`src/rtl/vector_mem_reader.sv`:
```
// Read-side DMA for the vector data memory. It walks a contiguous word range and
// serializes each word lane 0 first onto an 8-bit valid/ready byte stream.
module vector_mem_reader #(
  parameter int DATA_WIDTH    = 8,
  parameter int VECTOR_SIZE   = 6,
  parameter int ADDRESS_WIDTH = 8
) (
  input  logic                              clock,
  input  logic                              reset,
  input  logic                              start,
  input  logic [ADDRESS_WIDTH-1:0]          baseAddress,
  input  logic [ADDRESS_WIDTH:0]            wordCount,
  output logic                              busy,
  output logic                              done,
  output logic [ADDRESS_WIDTH-1:0]          memReadAddress,
  input  logic [DATA_WIDTH*VECTOR_SIZE-1:0] memReadData,
  output logic [DATA_WIDTH-1:0]             outData,
  output logic                              outValid,
  input  logic                              outReady,
  output logic [1:0]                        stateDebug
);

  localparam int IDX_W = (VECTOR_SIZE > 1) ? $clog2(VECTOR_SIZE) : 1;
  localparam logic [IDX_W-1:0] LAST_IDX = IDX_W'(VECTOR_SIZE - 1);
  localparam logic [ADDRESS_WIDTH:0] ONE_WORD = (ADDRESS_WIDTH + 1)'(1);

  localparam logic [1:0] S_IDLE  = 2'd0;
  localparam logic [1:0] S_FETCH = 2'd1;
  localparam logic [1:0] S_SEND  = 2'd2;
  localparam logic [1:0] S_DONE  = 2'd3;

  // Stream handshake: a byte moves on a rising edge where outValid and outReady
  // are both high; outValid and outData hold steady until that edge.
  logic [1:0]               state_q, state_d;
  logic [ADDRESS_WIDTH-1:0] addr_q, addr_d;
  logic [ADDRESS_WIDTH:0]   rem_q, rem_d;
  logic [IDX_W-1:0]         idx_q, idx_d;
  logic [DATA_WIDTH-1:0]    word_q [VECTOR_SIZE];
  logic [DATA_WIDTH-1:0]    word_d [VECTOR_SIZE];

  always_comb begin
    state_d = state_q;
    addr_d  = addr_q;
    rem_d   = rem_q;
    idx_d   = idx_q;
    word_d  = word_q;
    case (state_q)
      S_IDLE: begin
        if (start) begin
          if (wordCount != '0) begin
            addr_d  = baseAddress;
            rem_d   = wordCount;
            state_d = S_FETCH;
          end else begin
            state_d = S_DONE;
          end
        end
      end
      S_FETCH: begin
        for (int i = 0; i < VECTOR_SIZE; i++) begin
          word_d[i] = memReadData[i*DATA_WIDTH +: DATA_WIDTH];
        end
        idx_d   = '0;
        state_d = S_SEND;
      end
      S_SEND: begin
        if (outReady) begin
          if (idx_q != LAST_IDX) begin
            idx_d = idx_q + 1'b1;
          end else if (rem_q == ONE_WORD) begin
            state_d = S_DONE;
          end else begin
            // Address wraps naturally at the top of the address space.
            rem_d   = rem_q - 1'b1;
            addr_d  = addr_q + 1'b1;
            state_d = S_FETCH;
          end
        end
      end
      S_DONE:  state_d = S_IDLE;
      default: state_d = S_IDLE;
    endcase
  end

  always_ff @(posedge clock or negedge reset) begin
    if (!reset) begin
      state_q <= S_IDLE;
      addr_q  <= '0;
      rem_q   <= '0;
      idx_q   <= '0;
      for (int i = 0; i < VECTOR_SIZE; i++) begin
        word_q[i] <= '0;
      end
    end else begin
      state_q <= state_d;
      addr_q  <= addr_d;
      rem_q   <= rem_d;
      idx_q   <= idx_d;
      word_q  <= word_d;
    end
  end

  assign busy           = (state_q == S_FETCH) || (state_q == S_SEND);
  assign done           = (state_q == S_DONE);
  assign outValid       = (state_q == S_SEND);
  assign outData        = word_q[idx_q];
  assign memReadAddress = addr_q;
  assign stateDebug     = state_q;

endmodule

```
`config.mk`:
```
export PLATFORM = sky130hd
export DESIGN_NAME = vector_mem_reader
export DESIGN_NICKNAME = d
export VERILOG_FILES = /design/src/rtl/vector_mem_reader.sv
export SDC_FILE = /design/constraint.sdc
export NUM_CORES = 1
export LEC_CHECK = 0
export CORE_MARGIN = 5
export CORE_UTILIZATION = 45
export DETAILED_ROUTE_END_ITERATION = 7
export PLACE_DENSITY = 0.74
export SYNTH_ARGS = -nofsm -noshare
export SYNTH_HDL_FRONTEND = slang
export SYNTH_SLANG_ARGS = --single-unit
```
`constraint.sdc`:
```
create_clock -name clock -period 6.3 [get_ports clock]
set_input_delay 1.26 -clock clock [delete_from_list [all_inputs] [get_ports clock]]
set_output_delay 1.26 -clock clock [all_outputs]
set_load 0.01 [all_outputs]
```
==> impl_summary.txt, run 1 <==
----------------------------------------------------
[Detailed routing]
  Detailed Route WL ... 8.57 mm
  Antenna Violating Nets Remaining ... 0
  Violation count after the first detailed-route iteration ... 134
  Vias per cell ... 5.51
  First drt pass iteration count ... 4
  Drc violations ... 0
  Post-detailed-route wirelength per cell ... 16.8 um
  DR vias ... 2807

[Clock tree]
  Post-CTS Setup Bufs ... 0
  TritonCTS Buffers ... 9
  Cts repair resizes ... 0
  Reg clk slew, reported paths ... 0.07 ns
  Clock Tree Root ... clkbuf_8
  CTS Hold Buffers Added ... 0
  CTS HTree Levels ... 3
  Number of clock sinks ... 70
  Clock latency at the later pin of the worst-skew pair ... 0.34 ns
  Max Root-Sink Buffers ... 2
  Clock tree from TritonCTS ... yes

[Synth]
  Post-synthesis register bit count ... 70
  Number of different library cells in the post-synthesis netlist ... 47
  Most frequent cell after synthesis ... dfrtp_1
  Most instantiated flip-flop cell in the synthesis netlist ... dfrtp_1
  Leading area contributor after synthesis ... dfrtp_1
  Avg Inst Size Synth ... 11.5 um^2
  Sequential share of the synthesized area ... 48.5%
  Nets in the synthesized netlist ... 394
  Netlist Area Pre-Place ... 0.00361 mm^2
  Post-synth EDFFs ... 0
  Area contributors post-synth ... dfrtp_1 (48%), mux2_2 (15%), mux4_2 (5.0%), ha_1 (3.5%), mux2i_1 (2.5%)
  Post-synth top area share ... 48.5%
  Count of mapped cells out of synthesis ... 315
  Commonest cells post-synth ... dfrtp_1 (70), mux2_2 (48), nand2_1 (20)
  Yosys Warn Count ... 0
  Fraction of registers with async set or reset after synthesis ... 100%

[STA]
  Sum of negative setup slack ... 0 ns
  Actual slew at the worst max-slew pin ... 0.888 ns
  Final cycle utilization of the critical path ... 58.7%
  Min cycle time layout ... 3.70 ns
  Final Setup Violations ... 0
  Hold violation count in the final report ... 0
  RSZ-0062 raised after global routing ... false
  Setup skew after layout ... 0.00825 ns
  Final-report max-slew violation count ... 0
  Rel. slew slack ... 40.8%
  Achievable clock frequency ... 271 MHz
  Min setup slack post-route ... 2.60 ns

[Placed design]
  Worst slack at placement ... 2.54 ns
  # port buffers ... 89
  Routability Congestion ... 0.862
  Detailed Place HPWL ... 6.13 mm

[Cells and area]
  Fraction of layout instances using a drive strength above 1 ... 20.6%
  Layout area overhead ... 32.7%
  Layout Nets ... 481
  Number of antenna repair diodes ... 0
  Filler Cell Count ... 645

[Job]
  Maximum capacitance violations ... 0

[Worst setup path]
  Chain of cells forming the critical path ... buf_4 -> mux4_2 -> inv_1 -> o22ai_1 -> clkdlybuf4s50_1
  Worst path arrival time ... 2.44 ns
  CP Launch Point ... idx_q[0]
  Worst path buffer plus inverter count ... 3
  Peak fanout along the critical path ... 15
  Critical path required time ... 5.04 ns
  Crit path capture type ... output port
  Standard cell with the maximum stage delay on the critical path ... mux4_2
  Cell family contributing the most delay on the critical path ... buffers and inverters
  R2R Path Start ... idx_q[0]
  Kind of start point of the critical path ... register
  Category of the most critical setup path ... reg2out
  Biggest cell delay along the critical path ... 0.55 ns

[Die]
  Initial core utilization ... 46.5%
  Core outline area ... 0.00777 mm^2
  Die Span Y ... 99.6 um
  Die span in x ... 99.6 um
  Floorplan row count ... 32
  Number of placed I/O pins ... 90
  Area of the die ... 0.00992 mm^2

[Global routing]
  Number of antenna violations at the first check in global routing ... 0
  Pin count of the biggest net entering global routing ... 71
  Global Route Usage Sum ... 18.2%
  Global-route congestion overflow total ... 0
  Via count of the first global-routing pass ... 2884
  Wire length of the first global-routing pass ... 14.4 mm

[Min path]
  Class of the tightest hold or removal check ... reg2reg
  Worst hold path startpoint ... word_q[18]

[Power]
  Peak ir drop on the vdd network ... 0.000234 V
  Power Dens Cells ... 494 mW/mm^2
  Static Leakage ... 1.97 nW

[Outcome]
  Run status ... finished clean

----------------------------------------------------
state kept, by name, indices dropped and copies added, names as in the netlist:
name            count
memReadAddress      8
word_q             48
idx_q               3
rem_q               9
stateDebug          2
layout make-up:
cell class,count,area (um^2),share of cell area (%)
Tap cell,102,128,2.66
Clock buffer,10,138,2.87
Inverter,18,67.6,1.41
Multi-Input combinational cell,209,1720,36.0
Timing Repair Buffer,94,923,19.3
Clock inverter,6,61.3,1.28
Sequential cell,70,1750,36.5
per-layer routing:
layer | GRT usage, % | vias up | routed length (um)
li1 | - | 1337 | -
met1 | 24.2 | 1377 | 3830
met2 | 28.5 | 85 | 3990
met3 | 6.80 | 8 | 693
met4 | 4.10 | 0 | 61
met5 | 0 | - | 0
worst paths after layout:
check	endpoint	slack [ns]	depth (start not counted)
setup / recovery	outData[3]	2.60	5
hold / removal	word_q[18]	0.51	1
setup reg to reg	memReadAddress[4]	3.18	7
hold reg to reg	word_q[18]	0.51	1
max in group asynchronous	word_q[15]	4.60	2
min in group asynchronous	stateDebug[0]	1.11	2
cell usage in the layout, fill, tap and decap left out, types with 2 or more instances in the layout:
master | netlist | final
inv_1 | 17 | 17
o211ai_1 | 2 | 2
nand3_1 | 9 | 9
or3_1 | 2 | 2
a21oi_1 | 15 | 15
nand4b_1 | 3 | 3
nor4_1 | 2 | 2
o221a_1 | 2 | 2
or4_1 | 2 | 2
dfrtp_1 | 70 | 70
mux2_2 | 48 | 48
nand2_1 | 20 | 20
o21ai_1 | 4 | 4
nor3_1 | 9 | 9
o2bb2ai_1 | 2 | 2
and3_1 | 8 | 8
a22oi_1 | 2 | 2
o31ai_1 | 2 | 2
clkdlybuf4s50_1 | 0 | 88
ha_1 | 10 | 9
mux4_2 | 8 | 8
o22ai_1 | 9 | 9
or4_4 | 2 | 2
o311ai_0 | 2 | 2
nor2_1 | 13 | 13
clkbuf_8 | 0 | 10
buf_4 | 0 | 5
mux2i_1 | 9 | 9
o21ai_0 | 8 | 8
clkinv_2 | 0 | 3
worst register-to-register path, cell delays in order (launching register included):
cell	delay [ns]
dfrtp_1	0.53
buf_4	0.35
ha_1	0.25
nand3_1	0.10
a22oi_1	0.44
nand4bb_1	0.62
or4_1	0.67
nand3_1	0.09
cell families after synthesis:
kind of cell | synth area share [%]
XOR/XNOR | 0.242
buffers and inverters | 4.05
AND/OR/NAND/NOR | 11.5
multiplexers | 22.4
adder cells (fa/ha/maj) | 3.46
AO/OA/AOI/OAI | 9.83
flip-flops | 48.5
stage by stage:
| step | hold slack, ns | util, % | instance area (um^2) | cells | power [mW] |
|---|---|---|---|---|---|
| after floorplan | 0.475 | - | 3610 | 315 | 1.61 |
| after global placement | 0.485 | 59.1 | 4590 | 493 | 1.97 |
| after detailed placement | 0.491 | 59.1 | 4590 | 493 | 2.02 |
| after CTS | 0.508 | 61.7 | 4790 | 509 | 2.39 |
| after global routing | 0.519 | 61.7 | 4790 | 509 | 2.55 |
| final | 0.507 | 61.7 | 4790 | 509 | 2.37 |
report_power, final:
group / total (mW) / leakage [nW] / internal [mW] / switching [mW]
logic: 1.15 / 1.04 / 0.638 / 0.515
registers: 0.849 / 0.833 / 0.678 / 0.171
clock network: 0.363 / 0.102 / 0.192 / 0.171
No activity file was read; power rests on OpenSTA's default activity.
==> inputs of run 2 (changes only) <==
Settings changed: PLACE_DENSITY 0.74 to 0.77.
Clock period 6.3 ns to 3.1 ns, I/O delays scaled along.
==> impl_summary.txt, run 2 (synthesized netlist as in run 1, its figures left out) <==
----------------------------------------------------
[Outcome]
  Run status ... finished clean (unchanged)

[Global routing]
  Number of antenna violations at the first check in global routing ... 0 (unchanged)
  Global-route congestion overflow total ... 0 (unchanged)
  Pin count of the biggest net entering global routing ... 52 (was 71)
  Via count of the first global-routing pass ... 3060 (was 2884)
  Wire length of the first global-routing pass ... 14.9 mm (was 14.4 mm)
  Global Route Usage Sum ... 18.9% (was 18.2%)

[Worst setup path]
  Kind of start point of the critical path ... register (unchanged)
  Category of the most critical setup path ... reg2out (unchanged)
  Crit path capture type ... output port (unchanged)
  Biggest cell delay along the critical path ... 0.56 ns (was 0.55 ns)
  Cell family contributing the most delay on the critical path ... buffers and inverters (unchanged)
  Worst path buffer plus inverter count ... 3 (unchanged)
  Peak fanout along the critical path ... 13 (was 15)
  Critical path required time ... 2.48 ns (was 5.04 ns)
  Worst path arrival time ... 2.22 ns (was 2.44 ns)
  Standard cell with the maximum stage delay on the critical path ... mux4_2 (unchanged)
  Chain of cells forming the critical path ... buf_4 -> mux4_2 -> inv_1 -> o22ai_1 -> clkdlybuf4s50_1 (unchanged)

[Detailed routing]
  Detailed Route WL ... 9.04 mm (was 8.57 mm)
  DR vias ... 2874 (was 2807)
  First drt pass iteration count ... 4 (unchanged)
  Vias per cell ... 5.54 (was 5.51)
  Drc violations ... 0 (unchanged)
  Antenna Violating Nets Remaining ... 0 (unchanged)
  Post-detailed-route wirelength per cell ... 17.4 um (was 16.8 um)
  Violation count after the first detailed-route iteration ... 144 (was 134)

[Clock tree]
  Post-CTS Setup Bufs ... 0 (unchanged)
  Reg clk slew, reported paths ... 0.08 ns (was 0.07 ns)
  Cts repair resizes ... 0 (unchanged)
  Number of clock sinks ... 70 (unchanged)
  CTS HTree Levels ... 3 (unchanged)
  CTS Hold Buffers Added ... 0 (unchanged)
  Clock Tree Root ... clkbuf_8 (unchanged)
  Max Root-Sink Buffers ... 2 (unchanged)
  TritonCTS Buffers ... 9 (unchanged)
  Clock tree from TritonCTS ... yes (unchanged)
  Clock latency at the later pin of the worst-skew pair ... 0.34 ns (about the same)

[Power]
  Tot Pwr ... 4.93 mW (was 2.37 mW)
  Power Dens Cells ... 1010 mW/mm^2 (was 494 mW/mm^2)
  Static Leakage ... 2.02 nW (was 1.97 nW)
  Peak ir drop on the vdd network ... 0.000550 V (was 0.000234 V)

[STA]
  Final-report max-slew violation count ... 0 (unchanged)
  Sum of negative setup slack ... 0 ns (unchanged)
  Min cycle time layout ... 2.84 ns
  Minimum hold slack ... 0.361 ns (was 0.507 ns)
  RSZ-0062 raised after global routing ... false (unchanged)
  Final cycle utilization of the critical path ... 91.5%
  Final Setup Violations ... 0 (unchanged)
  Hold violation count in the final report ... 0 (unchanged)
  Achievable clock frequency ... 352 MHz
  Setup skew after layout ... 0.0115 ns (was 0.00825 ns)
  Rel. slew slack ... 23.8% (was 40.8%)
  Actual slew at the worst max-slew pin ... 1.13 ns (was 0.888 ns)

[Die]
  Initial core utilization ... 46.5% (unchanged)
  Floorplan row count ... 32 (unchanged)
  Area of the die ... 0.00992 mm^2 (unchanged)
  Die Span Y ... 99.6 um (unchanged)
  Die span in x ... 99.6 um (unchanged)
  Core outline area ... 0.00777 mm^2 (unchanged)
  Number of placed I/O pins ... 90 (unchanged)

[Cells and area]
  Layout area overhead ... 34.9% (was 32.7%)
  Commonest non-fill, non-tap cell in the layout ... clkdlybuf4s50_1 (unchanged)
  Largest Register ... word_q (unchanged)
  Most used cells in the layout excluding fill and tap cells ... clkdlybuf4s50_1 (88), dfrtp_1 (70), mux2_2 (48), nand2_1 (20), inv_1 (17) (unchanged)
  Number of flip-flops in the largest register ... 48 (unchanged)
  Number of antenna repair diodes ... 0 (unchanged)
  Layout Nets ... 491 (was 481)
  Fraction of layout instances using a drive strength above 1 ... 22.5% (was 20.6%)

[Placed design]
  Routability Congestion ... 0.863 (was 0.862)
  # port buffers ... 89 (unchanged)
  Detailed Place HPWL ... 6.69 mm (was 6.13 mm)

[Job]
  Maximum capacitance violations ... 0 (unchanged)

[Min path]
  Class of the tightest hold or removal check ... in2async (was reg2reg)

----------------------------------------------------
-- run 2: worst paths after layout --
check / start / end / slack, ns / depth (start not counted)
worst min register to register: word_q[10] / word_q[10] / 0.51 / 1
min in group clock: word_q[10] / word_q[10] / 0.51 / 1
worst max register to register: stateDebug[0] / memReadAddress[2] / 0.49 / 7
worst min-delay path: reset / rem_q[2] / 0.36 / 1
worst max-delay path: idx_q[0] / outData[4] / 0.26 / 5
max in group asynchronous: reset / word_q[2] / 2.06 / 2
-- run 2: power breakdown --
group          internal [mW]  switching, mW
Clock                  0.398          0.363
Sequential              1.38          0.326
Combinational           1.35           1.11
-- run 2: layout make-up --
type                            instances  area, um^2
Multi-Input combinational cell        209        1720
Timing Repair Buffer                  104         998
Inverter                               18        67.6
Tap cell                              102         128
Sequential cell                        70        1750
Clock buffer                           10         138
Clock inverter                          6        67.6
Fill cell                             663        2890
-- run 2: through the flow --
stage,utilization [%],instance area [um^2],instances,setup slack (ns)
detailed placement,60.1,4670,503,0.120
CTS,62.8,4870,519,0.214
global route,62.8,4870,519,0.150
global placement,60.1,4670,503,0.180
floorplan,-,3610,315,0.680
finish,62.8,4870,519,0.262
-- run 2: metal layers --
metal,track usage [%],share of wire (%)
met5,0,0
met4,5.57,1.0
met3,5.82,7.8
met2,30.2,47
met1,24.8,44
